## config.mk

```make
export PLATFORM = sky130hd
export DESIGN_NAME = mem_arbiter_flat
export DESIGN_NICKNAME = d
export VERILOG_FILES = /design/src/rtl/mem_arbiter_if.sv /design/src/rtl/mem_arbiter.sv /design/src/flat_wrapper.sv
export SDC_FILE = /design/constraint.sdc
export NUM_CORES = 1
export LEC_CHECK = 0
export ABC_AREA = 1
export BUFFER_PORTS_ARGS = -buffer_cell sky130_fd_sc_hd__buf_4
export CAP_MARGIN = 20
export CORE_AREA = 4 4 113 115
export CTS_CLUSTER_DIAMETER = 40
export CTS_CLUSTER_SIZE = 24
export DETAILED_ROUTE_END_ITERATION = 10
export DIE_AREA = 0 0 117 119
export PLACE_DENSITY = 0.53
export SKIP_LAST_GASP = 1
export SYNTH_ARGS = -nofsm -noshare
export SYNTH_HDL_FRONTEND = slang
export SYNTH_SLANG_ARGS = --single-unit
```

## constraint.sdc

```tcl
create_clock -name clk -period 2 [get_ports clk]
set_input_delay 0.4 -clock clk [delete_from_list [all_inputs] [get_ports clk]]
set_output_delay 0.4 -clock clk [all_outputs]
set_load 0.05 [all_outputs]
```

## src/rtl/mem_arbiter_if.sv

```systemverilog
// Bus bundle between the two requesters (cpu core, loader) and the shared memory.
// The arbiter takes the slave view; the requesters/memory model take the master view.
interface mem_arbiter_if #(
  parameter int AW = 32,
  parameter int DW = 32
);
  logic          cpu_req;
  logic          cpu_we;
  logic [AW-1:0] cpu_adr;
  logic [DW-1:0] cpu_wd;
  logic          cpu_ready;
  logic [DW-1:0] cpu_rdata;

  logic          ldr_req;
  logic          ldr_we;
  logic [AW-1:0] ldr_adr;
  logic [DW-1:0] ldr_wd;
  logic          ldr_ready;
  logic [DW-1:0] ldr_rdata;

  logic [AW-1:0] mem_adr;
  logic [DW-1:0] mem_wd;
  logic          mem_we;
  logic [DW-1:0] mem_rd;
  logic [1:0]    owner;

  modport slave (
    input  cpu_req, cpu_we, cpu_adr, cpu_wd,
    input  ldr_req, ldr_we, ldr_adr, ldr_wd,
    input  mem_rd,
    output cpu_ready, cpu_rdata, ldr_ready, ldr_rdata,
    output mem_adr, mem_wd, mem_we, owner
  );

  modport master (
    output cpu_req, cpu_we, cpu_adr, cpu_wd,
    output ldr_req, ldr_we, ldr_adr, ldr_wd,
    output mem_rd,
    input  cpu_ready, cpu_rdata, ldr_ready, ldr_rdata,
    input  mem_adr, mem_wd, mem_we, owner
  );
endinterface

```

## src/rtl/mem_arbiter.sv

```systemverilog
// Round-robin arbiter for the unified memory shared by the multicycle core and the loader.
// Owner keeps the bus for at most MAX_BURST accesses while the other port is waiting.
module mem_arbiter #(
  parameter int AW        = 32,
  parameter int DW        = 32,
  parameter int MAX_BURST = 4
) (
  input  logic         clk,
  input  logic         reset,
  mem_arbiter_if.slave bus
);
  localparam int CW = (MAX_BURST < 1) ? 1 : $clog2(MAX_BURST + 1);
  localparam logic [CW-1:0] BURST_LIMIT = CW'(MAX_BURST);

  // Encoding doubles as the owner output: 00 none, 01 cpu, 10 ldr.
  typedef enum logic [1:0] {
    IDLE    = 2'b00,
    GNT_CPU = 2'b01,
    GNT_LDR = 2'b10
  } stateT;

  stateT         state, stateNext, otherState;
  logic [CW-1:0] burstCnt, burstNext, burstInc;
  logic          lastLdr, lastLdrNext;
  logic          ownReq, otherReq;
  logic [AW-1:0] memAdr;
  logic [DW-1:0] memWd;
  logic          memWe, cpuReady, ldrReady;

  function automatic logic [CW-1:0] satInc(input logic [CW-1:0] cnt);
    return (cnt >= BURST_LIMIT) ? BURST_LIMIT : cnt + CW'(1);
  endfunction

  always_ff @(posedge clk or negedge reset) begin
    if (!reset) begin
      state    <= IDLE;
      burstCnt <= '0;
      lastLdr  <= 1'b1;
    end else begin
      state    <= stateNext;
      burstCnt <= burstNext;
      lastLdr  <= lastLdrNext;
    end
  end

  always_comb begin
    stateNext   = state;
    burstNext   = burstCnt;
    lastLdrNext = lastLdr;
    memAdr      = '0;
    memWd       = '0;
    memWe       = 1'b0;
    cpuReady    = 1'b0;
    ldrReady    = 1'b0;
    ownReq      = (state == GNT_CPU) ? bus.cpu_req : bus.ldr_req;
    otherReq    = (state == GNT_CPU) ? bus.ldr_req : bus.cpu_req;
    otherState  = (state == GNT_CPU) ? GNT_LDR : GNT_CPU;
    burstInc    = satInc(burstCnt);

    case (state)
      IDLE: begin
        burstNext = '0;
        if (bus.cpu_req && (!bus.ldr_req || lastLdr)) stateNext = GNT_CPU;
        else if (bus.ldr_req)                         stateNext = GNT_LDR;
      end
      GNT_CPU: begin
        memAdr   = bus.cpu_adr;
        memWd    = bus.cpu_wd;
        memWe    = bus.cpu_req & bus.cpu_we;
        cpuReady = bus.cpu_req;
      end
      GNT_LDR: begin
        memAdr   = bus.ldr_adr;
        memWd    = bus.ldr_wd;
        memWe    = bus.ldr_req & bus.ldr_we;
        ldrReady = bus.ldr_req;
      end
      default: stateNext = IDLE;
    endcase

    // Burst counter only advances while the other port is actually waiting.
    if (state == GNT_CPU || state == GNT_LDR) begin
      if (ownReq && !(otherReq && burstInc >= BURST_LIMIT)) begin
        burstNext = otherReq ? burstInc : '0;
      end else begin
        burstNext   = '0;
        lastLdrNext = (state == GNT_LDR);
        stateNext   = otherReq ? otherState : IDLE;
      end
    end
  end

  assign bus.mem_adr   = memAdr;
  assign bus.mem_wd    = memWd;
  assign bus.mem_we    = memWe;
  assign bus.cpu_ready = cpuReady;
  assign bus.ldr_ready = ldrReady;
  assign bus.cpu_rdata = bus.mem_rd;
  assign bus.ldr_rdata = bus.mem_rd;
  assign bus.owner     = state;
endmodule
```

## src/flat_wrapper.sv

```systemverilog
// flat-port wrapper written by rule: the top's interface ports become plain ports
module mem_arbiter_flat 
#(
  parameter int AW        = 32,
  parameter int DW        = 32,
  parameter int MAX_BURST = 4
)
  (clk, reset, bus_cpu_req, bus_cpu_we, bus_cpu_adr, bus_cpu_wd, bus_ldr_req, bus_ldr_we, bus_ldr_adr, bus_ldr_wd, bus_mem_rd, bus_cpu_ready, bus_cpu_rdata, bus_ldr_ready, bus_ldr_rdata, bus_mem_adr, bus_mem_wd, bus_mem_we, bus_owner);
  mem_arbiter_if #(.AW(AW), .DW(DW)) bus_i ();
  input  logic clk;
  input  logic reset;
  input wire logic [$bits(bus_i.cpu_req)-1:0] bus_cpu_req;
  input wire logic [$bits(bus_i.cpu_we)-1:0] bus_cpu_we;
  input wire logic [$bits(bus_i.cpu_adr)-1:0] bus_cpu_adr;
  input wire logic [$bits(bus_i.cpu_wd)-1:0] bus_cpu_wd;
  input wire logic [$bits(bus_i.ldr_req)-1:0] bus_ldr_req;
  input wire logic [$bits(bus_i.ldr_we)-1:0] bus_ldr_we;
  input wire logic [$bits(bus_i.ldr_adr)-1:0] bus_ldr_adr;
  input wire logic [$bits(bus_i.ldr_wd)-1:0] bus_ldr_wd;
  input wire logic [$bits(bus_i.mem_rd)-1:0] bus_mem_rd;
  output wire logic [$bits(bus_i.cpu_ready)-1:0] bus_cpu_ready;
  output wire logic [$bits(bus_i.cpu_rdata)-1:0] bus_cpu_rdata;
  output wire logic [$bits(bus_i.ldr_ready)-1:0] bus_ldr_ready;
  output wire logic [$bits(bus_i.ldr_rdata)-1:0] bus_ldr_rdata;
  output wire logic [$bits(bus_i.mem_adr)-1:0] bus_mem_adr;
  output wire logic [$bits(bus_i.mem_wd)-1:0] bus_mem_wd;
  output wire logic [$bits(bus_i.mem_we)-1:0] bus_mem_we;
  output wire logic [$bits(bus_i.owner)-1:0] bus_owner;
  assign bus_i.cpu_req = bus_cpu_req;
  assign bus_i.cpu_we = bus_cpu_we;
  assign bus_i.cpu_adr = bus_cpu_adr;
  assign bus_i.cpu_wd = bus_cpu_wd;
  assign bus_i.ldr_req = bus_ldr_req;
  assign bus_i.ldr_we = bus_ldr_we;
  assign bus_i.ldr_adr = bus_ldr_adr;
  assign bus_i.ldr_wd = bus_ldr_wd;
  assign bus_i.mem_rd = bus_mem_rd;
  assign bus_cpu_ready = bus_i.cpu_ready;
  assign bus_cpu_rdata = bus_i.cpu_rdata;
  assign bus_ldr_ready = bus_i.ldr_ready;
  assign bus_ldr_rdata = bus_i.ldr_rdata;
  assign bus_mem_adr = bus_i.mem_adr;
  assign bus_mem_wd = bus_i.mem_wd;
  assign bus_mem_we = bus_i.mem_we;
  assign bus_owner = bus_i.owner;
  mem_arbiter #(.AW(AW), .DW(DW), .MAX_BURST(MAX_BURST)) u_core (.clk(clk), .reset(reset), .bus(bus_i));
endmodule
```

Yosys cells after proc, flatten, opt, wreduce, memory -nomap -nowiden
Cells that the tools add are included.

Multiplexer cells: 19. $add $sub $neg: 1. Bitwise operators: 3. Eq/ne operators: 2. Magnitude comparators: 2. Reduce and logical (&&, ||, !) cells: 11.

Operators with widths (number): case mux 32 bit (2 select lines) (2); two-way mux 3 bit (5); two-way mux 2 bit (6); >= comparator 3 bit, second input constant (2); two-way mux 1 bit (4); case mux 2 bit (2 select lines) (1); adder 3 x 1 -> 3 bit, second input constant (1); logical AND 1 bit (3); bitwise AND 1 bit (2); == test 2 x 1 -> 1 bit, second input constant (1); == test 2 bit, second input constant (1); zero test 1 bit (2); zero test 2 bit (1); logical OR 1 bit (2); case mux 1 bit (2 select lines) (1); AND reduction 2 bit (1); nonzero test 2 bit (1); OR reduction 2 bit (1); inverter 1 bit (1).

Register bits: 6. Word-level logic and storage cells: 41. Input port bits: 166. Output and inout bits: 133.

Logic depth before layout (Yosys ltp)
Depth after elaboration: 8. Mapped depth: 10.

Least setup slack after synthesis
No wires, ideal clock.

Kind: reg2out. Start point: register u_core.state[0] (netlist: u_core.bus.owner[0]). End point: output port bus_mem_wd[10]. Arrival time: 2.260 ns. Setup slack: -0.660 ns. Cell stages (with the launch flop): 6. Data required time: 1.600 ns. Buffers on the path: 1. Cells stage by stage: dfrtp_1 inv_1 ha_1 inv_2 clkbuf_1 a21oi_1.

Cells in the longest elaborated chain, start to end: 2. Elaborated cells between the ends (all ways): 3.

RTL lines: start, declared (RTL line mem_arbiter.sv:22) `stateT state, stateNext, otherState;`; start signal, assigned (RTL line mem_arbiter.sv:40) `state <= stateNext;`; == test 2 bit / == test 2 x 1 -> 1 bit (equally long branches) (RTL line mem_arbiter.sv:60) `case (state)`; case mux 32 bit (2 select lines) (*) (RTL line mem_arbiter.sv:60); end, declared (RTL line flat_wrapper.sv:26) `output wire logic [$bits(bus_i.mem_wd)-1:0] bus_mem_wd;`.

Mark *: on every way between the ends. The rest lies on a longest branch, timed or not.

Worst setup path after layout
Start point: register u_core.state[1] (netlist: u_core.bus.owner[1]). End point: output port bus_mem_wd[11].

The elaborated chain is that of the path after synthesis.

==> qor.csv <==
metric;value;unit
Fmax;494;MHz
critical path's slowest cell;dfrtp_2;
global-route usage over all layers;0.118;
failing checks;setup timing;
Die W;117;microns
Cells after Synth;345;
crit-path max FO;7;
register area share after synthesis;0.0719;
status;complete, but fails checks;
Peak VDD IR;0.976;mV
nets;662;
root buf cell;clkbuf_16;
vias in the first global route;2836;
#FFs+latches synth;6;
most frequent cell after synthesis;nand2_1;
Max Transition Viols Final;0;
Synth area leaders;nand2_1 27%, buf_4 24%, a21oi_2 21%;
Max-cap violations;0;
H-tree Lvls;1;
IO Pins;299;
filler instances;1206;
Synth top cells by count;153 x nand2_1, 68 x buf_4, 50 x a21oi_2;
Syn. warnings;0;
worst hold path type;flip-flop to flip-flop;
Top FF cell, synth;dfrtp_1;
average wire per standard cell;14.2;microns
ratio of final minimum period to clock period;1.01;
Final Routed Wirelength;9.05;mm
detail-routed via count per cell;4.24;
core region area;0.0118;sq mm
initial antenna violation count;0;
crit path kind;flip-flop to output port;
P&R area growth vs syn;112;%
row count;40;
post-placement worst setup slack;0.0856;ns
Period minus WS final;2.02;ns
CTS tree;done;
Critical Path RT;1.60;ns
RSZ-0062 raised after global routing;true;
R2R cell count;11;
Worst EP arrival;1.62;ns
n_diodes;0;
vias after detailed routing;2694;
largest net degree at the start of global routing;29;
CP Launch Type;flip-flop;
Num CTS Buffers;3;
clock sink total;6;
Mapped Nets;517;
die area;0.0139;sq mm
Fin. Hold Viols;0;
Yosys cell types;22;
Worst-path clk slew;0.04;ns
Slew HR;0.895;
Mapped Area;0.00211;sq mm
Die Y;119;microns
aggregate global routing overflow;0;
fraction of layout cells with a size suffix above 1;0.652;
Pleak;1.83;nW
Yosys top cell area share;0.273;
Starting Density;0.178;
CP max stage delay;0.41;ns
crit-path cells;inv_4 > ha_4 > buf_12 > buf_16 > nand2_1 > a21oi_4 > buf_6;
Synth Area per Inst;6.11;sq um
RD Place Congestion;0.772;
Worst Clk Skew;0.00167;ns
Pwr Density;1600;mW/mm^2
DRC errors left;0;
Post-synth EDFFs;0;
clock latency on the worst-skew pair;0.23;ns
Slew @ Worst Pin;0.155;ns
top cell type by total area after synthesis;nand2_1;
CP Capture Type;output port;
drt pass-1 iters;4;
largest buffer count on any clock path;2;
aggregate negative setup slack;-0.0884;ns
WHS Path Cells;2;
Post-synth ARST share;1.00;
final setup violation count;9;
first-pass GRT wire length;13.4;mm
DR iter-0 viols;43;
Final ANT Viol Nets;0;
hpwl dp;7.08;mm
Port Buf Inserts;202;
PnR worst setup slack;-0.0250;ns
[where the power goes]
part / total (mW) / internal, mW / switching (mW) / leakage [nW]
logic: 6.60 / 2.47 / 4.13 / 1.72
clock network: 0.341 / 0.265 / 0.0760 / 0.0382
registers: 0.192 / 0.162 / 0.0297 / 0.0749
total: 7.13 / 2.90 / 4.23 / 1.83
[layout by cell type, fill, tap and decap left out, types with 2 or more instances in the layout]
| cell | count |
|---|---|
| buf_6 | 63 |
| nor2_1 | 2 |
| inv_1 | 9 |
| ha_4 | 3 |
| dfrtp_1 | 3 |
| nand2_4 | 4 |
| nand2_2 | 12 |
| buf_12 | 9 |
| inv_4 | 2 |
| buf_16 | 4 |
| ha_1 | 3 |
| dfrtp_2 | 2 |
| clkbuf_16 | 3 |
| clkinvlp_4 | 2 |
| nand3_1 | 5 |
| a21oi_4 | 61 |
| a21oi_2 | 4 |
| buf_4 | 148 |
| nand2_1 | 141 |
[per-stage QoR]
step           cell area, sq um  hold slack (ns)  utilization  power [mW]  cells
2_1_floorplan              2730            0.104            -        5.07    345
5_1_grt                    4460            0.500        0.378        7.48    636
3_3_place_gp               3920            0.214        0.332        5.92    621
6_report                   4460            0.462        0.378        7.13    636
3_5_place_dp               3920            0.214        0.332        5.98    621
4_1_cts                    4380            0.467        0.371        7.11    634
[worst max-delay path: cells and delay by family, from the launching register on]
kind	cells	cell delay, ns
DFF	1	0.41
AOI/OAI and AO/OA	1	0.16
buffers and inverters	4	0.51
adders and majority gates	1	0.22
and+or+nand+nor	1	0.08
[metal layers]
| metal | part of all wire | GRT usage | vias up |
|---|---|---|---|
| met5 | 0 | 0 | - |
| met4 | 0.013 | 0.0222 | 0 |
| met3 | 0.083 | 0.0269 | 22 |
| met2 | 0.54 | 0.224 | 129 |
| met1 | 0.37 | 0.131 | 1236 |
| li1 | - | - | 1307 |
[area by class of cell]
class	instances	area [sq um]	share of cell area
timing repair buffer	225	2120	0.476
clock buffer	4	78.8	0.0177
inverter	14	72.6	0.0163
tap	147	184	0.0412
sequential	6	154	0.0345
multi-input combinational	240	1850	0.415
[logic make-up after synthesis]
family,count (synthesis),synth area share
buffers and inverters,99,0.331
AND/OR/NAND/NOR,167,0.313
flip-flops,6,0.0719
AO/OA/AOI/OAI,67,0.248
adder cells (fa/ha/maj),6,0.0356
[path summary, 6_finish.rpt]
path | startpoint | end | slack [ns]
hold / removal | u_core.lastLdr | u_core.lastLdr | 0.46
setup / recovery | u_core.bus.owner[1] | bus_mem_wd[11] | -0.02
hold reg to reg | u_core.lastLdr | u_core.lastLdr | 0.46
max in group asynchronous | reset | u_core.lastLdr | 1.29
min in group asynchronous | reset | u_core.burstCnt[2] | 0.51
setup reg to reg | u_core.bus.owner[0] | u_core.bus.owner[0] | 0.42
[sequential cells by signal (all words and copies together), names as in the netlist]
name              cells
u_core.bus.owner      2
u_core.lastLdr        1
u_core.burstCnt       3
[timing repair]
item / 4_1_cts / 5_1_grt
pin swaps: 1 / 0
setup endpoints to repair: 65 / 64
cloned: 3 / 0
hold buffers: 1 / 0
buffers inserted: 5 / 2
hold endpoints to repair: 5 / 0
gates resized for setup: 64 / 20
Note: power is estimated with default switching activity, not from simulation.
